## config.mk

```make
export PLATFORM = sky130hd
export DESIGN_NAME = ic_lru_ctrl_flat
export DESIGN_NICKNAME = d
export VERILOG_FILES = /design/src/rtl/ic_pkg.sv /design/src/rtl/ic_lru_ctrl_if.sv /design/src/rtl/ic_plru_tree.sv /design/src/rtl/ic_lru_ctrl.sv /design/src/flat_wrapper.sv
export SDC_FILE = /design/constraint.sdc
export NUM_CORES = 1
export LEC_CHECK = 0
export CAP_MARGIN = 10
export CORE_AREA = 3 3 62 64
export CTS_BUF_LIST = sky130_fd_sc_hd__clkbuf_4
export DETAILED_ROUTE_END_ITERATION = 8
export DIE_AREA = 0 0 65 67
export GPL_ROUTABILITY_DRIVEN = 0
export PLACE_DENSITY = 0.85
export SLEW_MARGIN = 20
export SYNTH_ARGS = -nofsm -noshare
export SYNTH_HDL_FRONTEND = slang
export SYNTH_HIERARCHICAL = 1
export SYNTH_SLANG_ARGS = --single-unit
```

## constraint.sdc

```tcl
create_clock -name clk -period 9.2 [get_ports clk]
set_clock_uncertainty 0.2 [all_clocks]
set_input_delay 2.76 -clock clk [delete_from_list [all_inputs] [get_ports clk]]
set_output_delay 2.76 -clock clk [all_outputs]
set_load 0.01 [all_outputs]
```

## src/rtl/ic_pkg.sv

```systemverilog
// ic_pkg: shared types, sizes and pseudo-LRU helpers for the icache LRU block.
//  LINES / WAYS      : cache geometry (256 lines, 8 ways)
//  ic_line_t         : line index, ic_lru_t: one stored LRU word, ic_way_t: way number
//  plru_t            : the 7 live tree-node bits of an LRU word
//  ic_lru_state_e    : controller FSM states
//  plru_victim/touch : tree walk for victim selection and for marking a way as recently used
package ic_pkg;
  localparam int LINES     = 256;
  localparam int WAYS      = 8;
  localparam int PLRU_BITS = WAYS - 1;

  typedef logic [7:0]           ic_line_t;
  typedef logic [7:0]           ic_lru_t;
  typedef logic [2:0]           ic_way_t;
  typedef logic [PLRU_BITS-1:0] plru_t;

  typedef enum logic {INIT, RUN} ic_lru_state_e;

  // Node k has children 2k+1 (left) and 2k+2 (right); a 1 steers to the right.
  function automatic ic_way_t plru_victim(input plru_t s);
    logic [2:0] c1;
    logic [2:0] c2;
    logic [1:0] leaf;
    c1   = s[0] ? 3'd2 : 3'd1;
    // 2*c1+1 is {c1[1:0],1} for c1 in {1,2}; add the level-1 bit to pick the right child.
    c2   = {c1[1:0], 1'b1} + {2'b00, s[c1]};
    leaf = 2'(c2 - 3'd3);
    return {leaf, s[c2]};
  endfunction

  // Every node on the path to w is set to point away from w.
  function automatic plru_t plru_touch(input plru_t s, input ic_way_t w);
    plru_t      r;
    logic [2:0] n1;
    logic [2:0] n2;
    r     = s;
    n1    = 3'd1 + {2'b00, w[2]};
    n2    = 3'd3 + {1'b0, w[2:1]};
    r[0]  = ~w[2];
    r[n1] = ~w[1];
    r[n2] = ~w[0];
    return r;
  endfunction
endpackage

```

## src/rtl/ic_lru_ctrl_if.sv

```systemverilog
// ic_lru_acc_if: lookup-result request and way response between the tag-compare
// stage (master) and the LRU controller (slave).
//  acc_valid/acc_ready : request handshake
//  acc_line            : line index of the lookup
//  acc_hit/acc_hit_way : hit flag and hit way (way ignored on miss)
//  rsp_valid/rsp_way   : one-cycle response with the hit or victim way
interface ic_lru_acc_if;
  import ic_pkg::*;

  logic     acc_valid;
  logic     acc_ready;
  ic_line_t acc_line;
  logic     acc_hit;
  ic_way_t  acc_hit_way;
  logic     rsp_valid;
  ic_way_t  rsp_way;

  modport master (
    output acc_valid, acc_line, acc_hit, acc_hit_way,
    input  acc_ready, rsp_valid, rsp_way
  );

  modport slave (
    input  acc_valid, acc_line, acc_hit, acc_hit_way,
    output acc_ready, rsp_valid, rsp_way
  );
endinterface

```

## src/rtl/ic_plru_tree.sv

```systemverilog
// ic_plru_tree: combinational pseudo-LRU tree for 8 ways.
//  state_i     : current 7 node bits
//  touch_way_i : way to mark as most recently used
//  victim_o    : way the tree currently points at
//  new_state_o : node bits after touching touch_way_i
module ic_plru_tree
  import ic_pkg::*;
(
  input  plru_t   state_i,
  input  ic_way_t touch_way_i,
  output ic_way_t victim_o,
  output plru_t   new_state_o
);
  assign victim_o    = plru_victim(state_i);
  assign new_state_o = plru_touch(state_i, touch_way_i);
endmodule

```

## src/rtl/ic_lru_ctrl.sv

```systemverilog
// ic_lru_ctrl: owns ic_lru_ram and keeps one pseudo-LRU tree per icache line.
//  clk, rst_n      : clock, asynchronous active-low reset
//  flush_req       : pulse, re-clear all LRU state (honoured in RUN only)
//  init_done       : clear sweep finished, accesses accepted
//  acc (slave)     : lookup results in, hit/victim way responses out
//  lru_rd_*        : RAM read port (1-cycle latency data on lru_rd_data)
//  lru_wr_*        : RAM write port
// Pipeline: T read, T+1 compute + write back, T+2 response.
module ic_lru_ctrl
  import ic_pkg::*;
(
  input  logic         clk,
  input  logic         rst_n,
  input  logic         flush_req,
  output logic         init_done,
  ic_lru_acc_if.slave  acc,
  output ic_line_t     lru_rd_line,
  output logic         lru_rd_en,
  input  ic_lru_t      lru_rd_data,
  output ic_line_t     lru_wr_line,
  output ic_lru_t      lru_wr_data,
  output logic         lru_wr_en
);
  localparam ic_line_t LAST_LINE = ic_line_t'(LINES - 1);

  ic_lru_state_e state_q, state_d;
  ic_line_t      cnt_q, cnt_d;
  logic          live_q, live_d;
  logic          flush_pend_q, flush_pend_d;
  logic          s1_valid_q, s1_valid_d;
  ic_line_t      s1_line_q, s1_line_d;
  logic          s1_hit_q, s1_hit_d;
  ic_way_t       s1_way_q, s1_way_d;
  logic          rsp_valid_q, rsp_valid_d;
  ic_way_t       rsp_way_q, rsp_way_d;

  logic    acc_ready;
  logic    accept;
  ic_way_t victim;
  ic_way_t touch_way;
  plru_t   new_state;
  logic    rd_msb_unused;

  // The top node bit of the stored word carries no tree information.
  assign rd_msb_unused = lru_rd_data[7];

  assign init_done     = (state_q == RUN);
  assign acc_ready     = init_done & ~flush_pend_q;
  assign accept        = acc.acc_valid & acc_ready;
  assign acc.acc_ready = acc_ready;
  assign acc.rsp_valid = rsp_valid_q;
  assign acc.rsp_way   = rsp_way_q;

  assign lru_rd_en   = accept;
  assign lru_rd_line = accept ? acc.acc_line : '0;

  // Hits refresh the hit way; misses refresh the victim they evict.
  assign touch_way = s1_hit_q ? s1_way_q : victim;

  ic_plru_tree u_tree (
    .state_i     (lru_rd_data[PLRU_BITS-1:0]),
    .touch_way_i (touch_way),
    .victim_o    (victim),
    .new_state_o (new_state)
  );

  always_comb begin
    state_d      = state_q;
    cnt_d        = cnt_q;
    live_d       = 1'b1;
    flush_pend_d = flush_pend_q;
    lru_wr_en    = 1'b0;
    lru_wr_line  = '0;
    lru_wr_data  = '0;

    s1_valid_d  = accept;
    s1_line_d   = accept ? acc.acc_line    : s1_line_q;
    s1_hit_d    = accept ? acc.acc_hit     : s1_hit_q;
    s1_way_d    = accept ? acc.acc_hit_way : s1_way_q;
    rsp_valid_d = s1_valid_q;
    rsp_way_d   = s1_valid_q ? touch_way : rsp_way_q;

    case (state_q)
      INIT: begin
        // live_q holds the port quiet for the first cycle out of reset.
        if (live_q) begin
          lru_wr_en   = 1'b1;
          lru_wr_line = cnt_q;
          cnt_d       = cnt_q + 1'b1;
          if (cnt_q == LAST_LINE) begin
            state_d = RUN;
          end
        end
      end
      RUN: begin
        if (flush_req && !flush_pend_q) begin
          flush_pend_d = 1'b1;
        end
        // Leave only once the stage-1 write has drained; its response is
        // already registered and still leaves on the next cycle.
        if (flush_pend_q && !s1_valid_q) begin
          state_d      = INIT;
          cnt_d        = '0;
          flush_pend_d = 1'b0;
        end
        if (s1_valid_q) begin
          lru_wr_en   = 1'b1;
          lru_wr_line = s1_line_q;
          lru_wr_data = {1'b0, new_state};
        end
      end
      default: begin
        state_d = INIT;
      end
    endcase
  end

  always_ff @(posedge clk or negedge rst_n) begin
    if (!rst_n) begin
      state_q      <= INIT;
      cnt_q        <= '0;
      live_q       <= 1'b0;
      flush_pend_q <= 1'b0;
      s1_valid_q   <= 1'b0;
      s1_line_q    <= '0;
      s1_hit_q     <= 1'b0;
      s1_way_q     <= '0;
      rsp_valid_q  <= 1'b0;
      rsp_way_q    <= '0;
    end else begin
      state_q      <= state_d;
      cnt_q        <= cnt_d;
      live_q       <= live_d;
      flush_pend_q <= flush_pend_d;
      s1_valid_q   <= s1_valid_d;
      s1_line_q    <= s1_line_d;
      s1_hit_q     <= s1_hit_d;
      s1_way_q     <= s1_way_d;
      rsp_valid_q  <= rsp_valid_d;
      rsp_way_q    <= rsp_way_d;
    end
  end
endmodule

```

## src/flat_wrapper.sv

```systemverilog
// flat-port wrapper written by rule: the top's interface ports become plain ports
module ic_lru_ctrl_flat import ic_pkg::*;
  (clk, rst_n, flush_req, init_done, lru_rd_line, lru_rd_en, lru_rd_data, lru_wr_line, lru_wr_data, lru_wr_en, acc_acc_valid, acc_acc_line, acc_acc_hit, acc_acc_hit_way, acc_acc_ready, acc_rsp_valid, acc_rsp_way);
  ic_lru_acc_if acc_i ();
  input  logic clk;
  input  logic rst_n;
  input  logic flush_req;
  output logic init_done;
  output ic_line_t lru_rd_line;
  output logic lru_rd_en;
  input  ic_lru_t lru_rd_data;
  output ic_line_t lru_wr_line;
  output ic_lru_t lru_wr_data;
  output logic lru_wr_en;
  input wire logic [$bits(acc_i.acc_valid)-1:0] acc_acc_valid;
  input wire logic [$bits(acc_i.acc_line)-1:0] acc_acc_line;
  input wire logic [$bits(acc_i.acc_hit)-1:0] acc_acc_hit;
  input wire logic [$bits(acc_i.acc_hit_way)-1:0] acc_acc_hit_way;
  output wire logic [$bits(acc_i.acc_ready)-1:0] acc_acc_ready;
  output wire logic [$bits(acc_i.rsp_valid)-1:0] acc_rsp_valid;
  output wire logic [$bits(acc_i.rsp_way)-1:0] acc_rsp_way;
  assign acc_i.acc_valid = acc_acc_valid;
  assign acc_i.acc_line = acc_acc_line;
  assign acc_i.acc_hit = acc_acc_hit;
  assign acc_i.acc_hit_way = acc_acc_hit_way;
  assign acc_acc_ready = acc_i.acc_ready;
  assign acc_rsp_valid = acc_i.rsp_valid;
  assign acc_rsp_way = acc_i.rsp_way;
  ic_lru_ctrl u_core (.clk(clk), .rst_n(rst_n), .flush_req(flush_req), .init_done(init_done), .acc(acc_i), .lru_rd_line(lru_rd_line), .lru_rd_en(lru_rd_en), .lru_rd_data(lru_rd_data), .lru_wr_line(lru_wr_line), .lru_wr_data(lru_wr_data), .lru_wr_en(lru_wr_en));
endmodule
```

==> results.ini, run 1 <==
[outcome]
outcome = finished, final reports clean

[worst_setup_path]
critPathSlowestCell = clkdlybuf4s50_1
worstPathCellList = clkdlybuf4s50_1 > mux2_2 > mux2_2 > inv_1 > ha_1 > nand3_1 > mux2i_1 > and3_1 > clkdlybuf4s50_1
required_ns = 6.24
crit_family = buffers and inverters
crit_fanout = 6
critPathMaxStageDelay_ns = 0.54
start_kind = input port
worst-path-buf-inv = 3
crit_arrival_ns = 5.32
cp-end-kind = output port
worst-setup-path-type = in -> out

[yosys]
synth.distinct_cells = 37
synth_seq_area_share = 0.420
syn-num-nets = 177
synth_cells = 148
ys_warn_count = 6
syn_area_mm2 = 0.00167
avgSynthCellArea_um2 = 11.3
ys_ff_latch = 28

[floorplanning]
initial_core_util = 0.500
die_x_um = 65
dieArea_mm2 = 0.00436
fp.dieH_um = 67
io-pin-count = 56
fp-row-count = 21
fp.coreArea_mm2 = 0.00334

[clock_network]
hold_buffers = 0
numCtsBuffers = 3
cts_tree = built
cts.sinks = 28
clk_pin_slew_ns = 0.15
cts-root-buf = clkbuf_4
post-cts-setup-buffers = 0
htree_levels = 1
cts_buffer_depth = 2
clk-insertion-delay-late_ns = 0.32
cts-resized-gates = 0

[sta]
drv_slew = 0
report.final.hold_viol_count = 0
rsz0062_at_grt = no
finalCriticalPeriod_ns = 8.28
tns_ns = 0
relSlewSlack = 0.401
finalCritPeriodShare = 0.900
setup_viol_count_final = 0
worstMarginPinSlew_ns = 0.896
holdWs_ns = 0.327
fmax_mhz = 121

[global_route]
grt_pass1_vias = 1324
grt_max_degree = 29
grt_pass1_wl_um = 6130
track_usage = 0.181
grt_overflow = 0
antenna_found_initial = 0

[detailed_routing]
drt_iter0_markers = 74
routedWlPerCell_um = 15.0
drt_pre_antenna_iters = 4
remaining_drc_errors = 0
antenna_left = 0
routed_wl_um = 3640
via_count = 1304
vias_per_cell = 5.39

[worst_hold_path]
min_path_type = reg -> reg

[place]
place_hpwl_um = 2810
dpl_cell_area_mm2 = 0.00219
portBuffers = 53
placed_cells = 238

[finish]
nets = 226
final_layout_size_suffix_gt1_frac = 0.199
layout_commonest_cell = clkdlybuf4s50_1
antennaDiodeCount = 0
area_growth_pct = 34.5
design_area_mm2 = 0.00224
final_cell_mix = 53 x clkdlybuf4s50_1, 28 x dfrtp_1, 11 x mux2_2
final_cells = 242

[power_and_ir_drop]
power.internal_uw = 221
p_sw_frac = 0.281
leakagePower_nw = 1.04
combinationalPowerShare = 0.243
peakVddDrop_uv = 98.2
power_per_cell_area_mw_per_mm2 = 137
clkPwrFrac = 0.260
seqPwrFrac = 0.497
p_sw_uw = 86.2

[job]
drv_cap = 0

## power groups by stage
stage | registers (mW) | logic, mW | clock network, mW
finish | 0.153 | 0.0748 | 0.0797
global route | 0.155 | 0.0839 | 0.0873
CTS | 0.152 | 0.0748 | 0.0818
detailed placement | 0.154 | 0.0748 | 0
global placement | 0.153 | 0.0716 | 0
floorplan | 0.150 | 0.0422 | 0
## Yosys cell counts
cell type | number | area [um2]
or2b_1 | 1 | 7.51
inv_2 | 1 | 3.75
and3_1 | 7 | 43.8
or3_1 | 1 | 6.26
a21oi_1 | 3 | 15.0
and2_1 | 1 | 6.26
a32o_1 | 1 | 10.0
mux2i_1 | 10 | 100
nand3_1 | 8 | 40.0
nand4_1 | 1 | 6.26
clkbuf_1 | 6 | 22.5
mux2_4 | 10 | 150
o21ai_0 | 2 | 10.0
or2_2 | 1 | 6.26
mux2_2 | 11 | 124
and3_2 | 8 | 60.1
nand2b_1 | 1 | 6.26
a22o_1 | 7 | 61.3
buf_4 | 1 | 7.51
nand2_1 | 6 | 22.5
dfrtp_1 | 28 | 701
inv_1 | 6 | 22.5
ha_1 | 5 | 62.6
buf_6 | 2 | 22.5
o31ai_1 | 1 | 7.51
or4_1 | 2 | 15.0
and3b_2 | 1 | 10.0
o211ai_1 | 3 | 22.5
nand4b_1 | 1 | 8.76
nor2_1 | 4 | 15.0
buf_12 | 1 | 20.0
conb_1 | 2 | 7.51
and2_4 | 1 | 8.76
xnor2_1 | 1 | 8.76
nor2b_1 | 1 | 6.26
nor2b_4 | 1 | 13.8
nand3b_1 | 1 | 7.51
## worst reg2reg max path, cell delays in order, from the launching register on
cell     delay, ns
dfrtp_1       0.64
nor2b_4       0.34
and2_4        0.33
mux2_2        0.37
## state kept, by name, indices dropped and copies added (netlist names), 3 cells and up
name,flops
u_core/cnt_q,8
u_core/s1_line_q,8
u_core/acc.rsp_way,3
u_core/s1_way_q,3
## layer usage
metal  vias up  routed length, um  track usage  share of wire
met5         -                  0            0              0
met4         0                 21       0.0475         0.0058
met3         2                201       0.0253          0.055
met2        53               1830        0.326           0.50
met1       625               1590        0.227           0.44
li1        624                  -            -              -
## metrics by stage
stage                      util  total power, mW  worst slack [ns]
after global placement    0.657            0.225              1.00
after global routing      0.673            0.326             0.820
final                     0.673            0.307             0.919
after floorplan               -            0.192              2.10
after detailed placement  0.657            0.229             0.922
after CTS                 0.673            0.308             0.917
## final cells by class
type | count | area, um2
Fill cell | 256 | 1090
Multi-Input combinational cell | 103 | 870
Sequential cell | 28 | 701
Timing Repair Buffer | 54 | 538
Tap cell | 46 | 57.6
Clock inverter | 1 | 30.0
Inverter | 7 | 26.3
Clock buffer | 3 | 22.5
## cell families (layout without fill, tap and decap cells)
group | count (synthesis) | after routing | share of synthesized area
compound gates | 17 | 17 | 0.0757
xor+xnor | 1 | 1 | 0.00525
fa+ha+maj | 5 | 5 | 0.0375
buf+inv | 17 | 65 | 0.0592
flops | 28 | 28 | 0.420
mux | 31 | 31 | 0.224
other cells | 2 | 2 | 0.00450
simple gates | 47 | 47 | 0.174
## path summary, 6_finish.rpt
path / cells after the start / slack [ns] / start / endpoint
min in group asynchronous: 2 / 2.58 / rst_n / u_core/cnt_q[7]$_DFFE_PN0P_
worst min-delay path: 1 / 0.33 / u_core/acc.rsp_way[0]$_DFFE_PN0P_ / u_core/acc.rsp_way[0]$_DFFE_PN0P_
max in group asynchronous: 2 / 5.97 / rst_n / u_core/s1_line_q[3]$_DFFE_PN0P_
worst max register to register: 3 / 7.23 / u_core/init_done$_DFF_PN0_ / u_core/s1_hit_q$_DFFE_PN0P_
worst min register to register: 1 / 0.33 / u_core/acc.rsp_way[0]$_DFFE_PN0P_ / u_core/acc.rsp_way[0]$_DFFE_PN0P_
worst max-delay path: 9 / 0.92 / lru_rd_data[0] / lru_wr_data[0]
Power figures use the tool's default switching activity.
==> inputs of run 2 (changes only) <==
--- a/config.mk
+++ b/config.mk
@@ -6,14 +6,13 @@
 export NUM_CORES = 1
 export LEC_CHECK = 0
 export CAP_MARGIN = 10
-export CORE_AREA = 3 3 62 64
+export CORE_AREA = 3 3 61 63
 export CTS_BUF_LIST = sky130_fd_sc_hd__clkbuf_4
 export DETAILED_ROUTE_END_ITERATION = 8
-export DIE_AREA = 0 0 65 67
+export DIE_AREA = 0 0 64 66
 export GPL_ROUTABILITY_DRIVEN = 0
 export PLACE_DENSITY = 0.85
 export SLEW_MARGIN = 20
 export SYNTH_ARGS = -nofsm -noshare
 export SYNTH_HDL_FRONTEND = slang
-export SYNTH_HIERARCHICAL = 1
 export SYNTH_SLANG_ARGS = --single-unit
==> run 2 against run 1 <==
Against the previous run: total power decreased by 9.4%; critical path depth shrank 1; synthesized area fell by 3.5%; count of clock-buffer cells in the layout is the same; cell area shrank 3.4%; register-to-register slack hardly changed; first-iteration DRC count down 46%; worst hold slack lost 0.031 ns; die area fell by 3.0%; largest cell class unchanged; largest power group unchanged.
==> results.ini, run 2 <==
[outcome]
outcome = finished, final reports clean

[finish]
top_regs = u_core.cnt_q x8, u_core.s1_line_q x8
fillers = 273  ; +6.6%
final_cell_mix = 53 x clkdlybuf4s50_1, 28 x dfrtp_1, 11 x nand2_1
layout_commonest_cell = clkdlybuf4s50_1
design_area_mm2 = 0.00217  ; -3.4%
final_util = 0.660  ; -0.0125
final_cells = 250  ; +3.3%
nets = 232  ; +2.7%
antennaDiodeCount = 0  ; unchanged
area_growth_pct = 34.7
final_layout_size_suffix_gt1_frac = 0.113  ; -0.0862

[worst_hold_path]
hold_depth = 1  ; unchanged
worstHoldEndpoint = u_core.s1_line_q[1]$_DFFE_PN0P_
hold_path.startpoint = u_core.s1_line_q[1]$_DFFE_PN0P_
min_path_type = reg -> reg

[detailed_routing]
via_count = 1350  ; +3.5%
routed_wl_um = 3620  ; -0.71%
vias_per_cell = 5.40  ; +0.21%
drt_pre_antenna_iters = 4  ; unchanged
routedWlPerCell_um = 14.5  ; -3.9%
drt_iter0_markers = 40  ; -46%
antenna_left = 0  ; unchanged
remaining_drc_errors = 0  ; unchanged

[sta]
holdWs_ns = 0.296  ; -0.0311 ns
rsz0062_at_grt = no
tns_ns = 0  ; unchanged
drv_slew = 0  ; unchanged
fmax_mhz = 129  ; +7.2%
layout_setup_ws_ns = 1.47  ; +0.554 ns
finalCritPeriodShare = 0.840  ; -0.0602
finalCriticalPeriod_ns = 7.73  ; -0.554 ns
report.final.hold_viol_count = 0  ; unchanged
setup_viol_count_final = 0  ; unchanged

[global_route]
grt_pass1_vias = 1346  ; +1.7%
antenna_found_initial = 0  ; unchanged
grt_max_degree = 29  ; unchanged
track_usage = 0.189  ; +0.00729
grt_overflow = 0  ; unchanged
grt_pass1_wl_um = 6370  ; +3.9%

[clock_network]
cts.sinks = 28  ; unchanged
post-cts-setup-buffers = 0  ; unchanged
cts_buffer_depth = 2  ; unchanged
cts-resized-gates = 0  ; unchanged
cts-root-buf = clkbuf_4
hold_buffers = 0  ; unchanged
clk-insertion-delay-late_ns = 0.33  ; about the same
numCtsBuffers = 3  ; unchanged
htree_levels = 1  ; unchanged
cts_tree = built
clk_pin_slew_ns = 0.14  ; about the same

[yosys]
synth_top_family_by_area = compound AO/OA/AOI/OAI gates
synth.distinct_cells = 43  ; +16%
synth_seq_area_share = 0.435  ; +0.0153
synthMuxAreaShare = 0.0862  ; -0.138
synth_cells = 154  ; +4.1%
yosys-top-cells-count = 28 x dfrtp_1, 11 x nand2_1, 10 x a21o_1, 10 x o21ai_0, 9 x and3_1
avgSynthCellArea_um2 = 10.5  ; -7.3%
synth-async-reset-ratio = 1.00  ; unchanged
synth-edff-count = 0  ; unchanged
synth-compound-area-share = 0.204  ; +0.129
yosys.area_share.adder = 0.0233  ; -0.0142
ys_ff_latch = 28  ; unchanged
syn-num-nets = 181  ; +2.3%
syn_area_mm2 = 0.00161  ; -3.5%
synth_top_area_share = 0.435  ; +0.0153
yosys.area.top_type = dfrtp_1
synth_most_common_cell = dfrtp_1
synth_xor_area_frac = 0  ; -0.00525
ys_warn_count = 0  ; -6
synth_area_leaders = dfrtp_1 44%, a21o_1 4.7%, mux2_4 4.7%
yosys_most_used_dff = dfrtp_1
yosys.area_share.simple = 0.186  ; +0.0126

[place]
pre_cts_ws_ns = 1.48  ; +0.553 ns
place_hpwl_um = 2810  ; about the same
dpl_cell_area_mm2 = 0.00214  ; -2.3%
placed_cells = 246  ; +3.4%
portBuffers = 53  ; unchanged

[job]
drv_cap = 0  ; unchanged

[worst_setup_path]
worstReg2RegStart = u_core.init_done$_DFF_PN0_
crit_arrival_ns = 4.77  ; -0.55 ns
cp-end-kind = output port
crit_family = buffers and inverters
critPathSlowestCell = clkdlybuf4s50_1
start_kind = input port
rrSetupSlack_ns = 7.24  ; about the same
worstReg2RegEnd = u_core.s1_way_q[0]$_DFFE_PN0P_
required_ns = 6.24  ; about the same
critPathMaxStageDelay_ns = 0.61  ; +0.07 ns
crit_fanout = 6  ; unchanged
worst-path-buf-inv = 3  ; unchanged
reg2regPathDepth = 4  ; +1
worst-setup-path-type = in -> out
path_common_cell = clkdlybuf4s50_1
worstPathCellList = clkdlybuf4s50_1 > mux2i_1 > o21ai_2 > inv_1 > ha_1 > o21ai_0 > a31oi_1 > clkdlybuf4s50_1

[power_and_ir_drop]
leakagePower_nw = 1.08  ; +3.5%
peakVddDrop_uv = 112  ; +15%
finalPower_uw = 278  ; -9.4%
power_per_cell_area_mw_per_mm2 = 128  ; -6.3%

[floorplanning]
fp-row-count = 21  ; unchanged
io-pin-count = 56  ; unchanged
fp.dieH_um = 66  ; -1.5%
initial_core_util = 0.490  ; -0.00990
dieArea_mm2 = 0.00422  ; -3.0%
fp.coreArea_mm2 = 0.00328  ; -1.6%
die_x_um = 64  ; -1.5%

[run 2: kinds of logic after synthesis]
logic type / count (synthesis)
other: 2
buffers and inverters: 16
AND/OR/NAND/NOR: 48
flip-flops: 28
adder cells (fa/ha/maj): 3
AO/OA/AOI/OAI: 46
multiplexers: 11
[run 2: layer usage]
metal | vias up | global-route usage | part of all wire
li1 | 659 | - | -
met1 | 659 | 0.241 | 0.45
met2 | 30 | 0.323 | 0.51
met3 | 2 | 0.0425 | 0.040
met4 | 0 | 0.0458 | 0.0053
met5 | - | 0 | 0
[run 2: area by class of cell]
type,instances,area (um2),area share
clock buffers,3,22.5,0.0104
well taps,46,57.6,0.0265
multi-input cells,110,813,0.375
clock inverters,1,3.75,0.00173
flip-flops and latches,28,701,0.323
repair buffers,54,538,0.248
inverters,8,32.5,0.0150
[run 2: report_power, final]
group | switching [mW] | total (mW) | internal, mW | leakage, nW
clock | 0.0348 | 0.0507 | 0.0159 | 0.0154
combinational | 0.0328 | 0.0726 | 0.0398 | 0.691
sequential | 0.0193 | 0.155 | 0.136 | 0.373
[run 2: how the worst max path moves through the flow]
stage                         startpoint             end  slack, ns  cells past startpoint
after floorplan           lru_rd_data[0]  lru_wr_data[4]       2.65                      5
after global placement    lru_rd_data[0]  lru_wr_data[5]       1.54                      8
after detailed placement  lru_rd_data[0]  lru_wr_data[5]       1.48                      8
after CTS                 lru_rd_data[0]  lru_wr_data[5]       1.47                      8
after global routing      lru_rd_data[0]  lru_wr_data[5]       1.34                      8
final                     lru_rd_data[0]  lru_wr_data[5]       1.47                      8
==> inputs of run 3 (changes only) <==
--- a/config.mk
+++ b/config.mk
@@ -6,12 +6,12 @@
 export NUM_CORES = 1
 export LEC_CHECK = 0
 export CAP_MARGIN = 10
-export CORE_AREA = 3 3 61 63
+export CORE_AREA = 3 3 63 65
 export CTS_BUF_LIST = sky130_fd_sc_hd__clkbuf_4
 export DETAILED_ROUTE_END_ITERATION = 8
-export DIE_AREA = 0 0 64 66
+export DIE_AREA = 0 0 66 68
 export GPL_ROUTABILITY_DRIVEN = 0
-export PLACE_DENSITY = 0.85
+export PLACE_DENSITY = 0.8
 export SLEW_MARGIN = 20
 export SYNTH_ARGS = -nofsm -noshare
 export SYNTH_HDL_FRONTEND = slang
==> constraint.sdc (replaced) <==
create_clock -name clk -period 7.45 [get_ports clk]
set_clock_uncertainty 0.2 [all_clocks]
set_input_delay 2.235 -clock clk [delete_from_list [all_inputs] [get_ports clk]]
set_output_delay 2.235 -clock clk [all_outputs]
set_load 0.01 [all_outputs]
==> run 3 against run 2 <==
Against the previous run: critical path depth stayed put; non-clock buffer count unchanged; worst hold slack improved by 0.0026 ns; total power up 23%; critical endpoint unchanged; flip-flop and latch count unchanged; via count up 3.6%; sequential power rose by 23%.
==> results.ini, run 3 (synthesis gave the netlist of run 2 again) <==
[sta]
holdWs_ns = 0.298  ; +0.00265 ns
drv_slew = 0  ; unchanged
finalCritPeriodShare = 0.900
fmax_mhz = 149
worstMarginPinSlew_ns = 0.515
finalCriticalPeriod_ns = 6.71
report.final.hold_viol_count = 0  ; unchanged
layout_setup_ws_ns = 0.742  ; -0.730 ns
setup_viol_count_final = 0  ; unchanged
rsz0062_at_grt = no
tns_ns = 0  ; unchanged
relSlewSlack = 0.655

[finish]
nets = 232  ; unchanged
final_layout_size_suffix_gt1_frac = 0.113  ; unchanged
final_cell_mix = 53 x clkdlybuf4s50_1, 28 x dfrtp_1, 11 x nand2_1
final_util = 0.640  ; -0.0205
layout_commonest_cell = clkdlybuf4s50_1
antennaDiodeCount = 0  ; unchanged
top_regs = u_core.cnt_q x8, u_core.s1_line_q x8
fillers = 269  ; -1.5%
area_growth_pct = 34.7  ; unchanged

[global_route]
grt_max_degree = 29  ; unchanged
grt_pass1_vias = 1380  ; +2.5%
grt_pass1_wl_um = 6410  ; +0.66%
track_usage = 0.181  ; -0.00724
grt_overflow = 0  ; unchanged
antenna_found_initial = 0  ; unchanged

[clock_network]
numCtsBuffers = 3  ; unchanged
htree_levels = 1  ; unchanged
hold_buffers = 0  ; unchanged
post-cts-setup-buffers = 0  ; unchanged
cts-resized-gates = 0  ; unchanged
cts_buffer_depth = 2  ; unchanged
clk-insertion-delay-late_ns = 0.33  ; about the same
cts.sinks = 28  ; unchanged
clk_pin_slew_ns = 0.15  ; about the same
cts-root-buf = clkbuf_4
cts_tree = built

[worst_setup_path]
path_common_cell = clkdlybuf4s50_1
worstReg2RegStart = u_core.init_done$_DFF_PN0_
cp-end-kind = output port
critPathLaunch = lru_rd_data[0]
start_kind = input port
critPathMaxStageDelay_ns = 0.61  ; about the same
worstPathCellList = clkdlybuf4s50_1 > mux2i_1 > o21ai_2 > inv_1 > ha_1 > o21ai_0 > a31oi_1 > clkdlybuf4s50_1
worst-path-buf-inv = 3  ; unchanged
crit_family = buffers and inverters
required_ns = 5.02  ; -1.22 ns
critPathSlowestCell = clkdlybuf4s50_1
worst-setup-path-type = in -> out
crit_arrival_ns = 4.27  ; -0.50 ns
crit_fanout = 6  ; unchanged

[worst_hold_path]
min_path_type = reg -> reg
hold_path.startpoint = u_core.s1_line_q[0]$_DFFE_PN0P_

[place]
place_hpwl_um = 3030  ; +7.8%
portBuffers = 53  ; unchanged
pre_cts_ws_ns = 0.767  ; -0.709 ns

[floorplanning]
io-pin-count = 56  ; unchanged
die_x_um = 66  ; +3.1%
fp.coreArea_mm2 = 0.00339  ; +3.2%
fp.dieH_um = 68  ; +3.0%
initial_core_util = 0.475  ; -0.0152
fp-row-count = 21  ; unchanged
dieArea_mm2 = 0.00449  ; +6.3%

[power_and_ir_drop]
finalPower_uw = 343  ; +23%
leakagePower_nw = 1.08  ; unchanged
power_per_cell_area_mw_per_mm2 = 158  ; +23%
peakVddDrop_uv = 81.9  ; -27%

[detailed_routing]
antenna_left = 0  ; unchanged
drt_iter0_markers = 78  ; +95%
routedWlPerCell_um = 15.6  ; +7.8%
routed_wl_um = 3900  ; +7.8%
drt_pre_antenna_iters = 4  ; unchanged
via_count = 1398  ; +3.6%
vias_per_cell = 5.59  ; +3.6%
remaining_drc_errors = 0  ; unchanged

[outcome]
outcome = finished, final reports clean

[job]
drv_cap = 0  ; unchanged

-- run 3: area by class of cell --
type / count / area (um2) / area share
Sequential cell: 28 / 701 / 0.323
Multi-Input combinational cell: 110 / 813 / 0.375
Clock inverter: 1 / 3.75 / 0.00173
Timing Repair Buffer: 54 / 538 / 0.248
Clock buffer: 3 / 22.5 / 0.0104
Inverter: 8 / 32.5 / 0.0150
Tap cell: 46 / 57.6 / 0.0265
-- run 3: metal layers --
metal  global-route usage  up-vias  part of all wire
li1                     -      663                 -
met1                0.235      681              0.42
met2                0.318       44              0.51
met3               0.0164       10             0.039
met4               0.0660        0             0.027
met5                    0        -                 0
-- run 3: worst paths after layout --
check	endpoint	cells after the start	slack, ns
max	lru_wr_data[5]	8	0.74
min	u_core.s1_line_q[0]$_DFFE_PN0P_	1	0.30
max reg2reg	u_core.s1_way_q[1]$_DFFE_PN0P_	4	5.43
min reg2reg	u_core.s1_line_q[0]$_DFFE_PN0P_	1	0.30
max in group asynchronous	u_core.s1_line_q[1]$_DFFE_PN0P_	2	4.71
min in group asynchronous	u_core.cnt_q[4]$_DFFE_PN0P_	2	2.07
-- run 3: power by group --
| part | switching (mW) | internal (mW) | leakage (nW) |
|---|---|---|---|
| logic | 0.0403 | 0.0492 | 0.691 |
| clock network | 0.0434 | 0.0197 | 0.0154 |
| registers | 0.0224 | 0.167 | 0.373 |
| total | 0.106 | 0.236 | 1.08 |
-- run 3: metrics by stage --
step | instance area [um2] | cells
global placement | 2140 | 246
CTS | 2170 | 250
detailed placement | 2140 | 246
global route | 2170 | 250
floorplan | 1610 | 154
finish | 2170 | 250
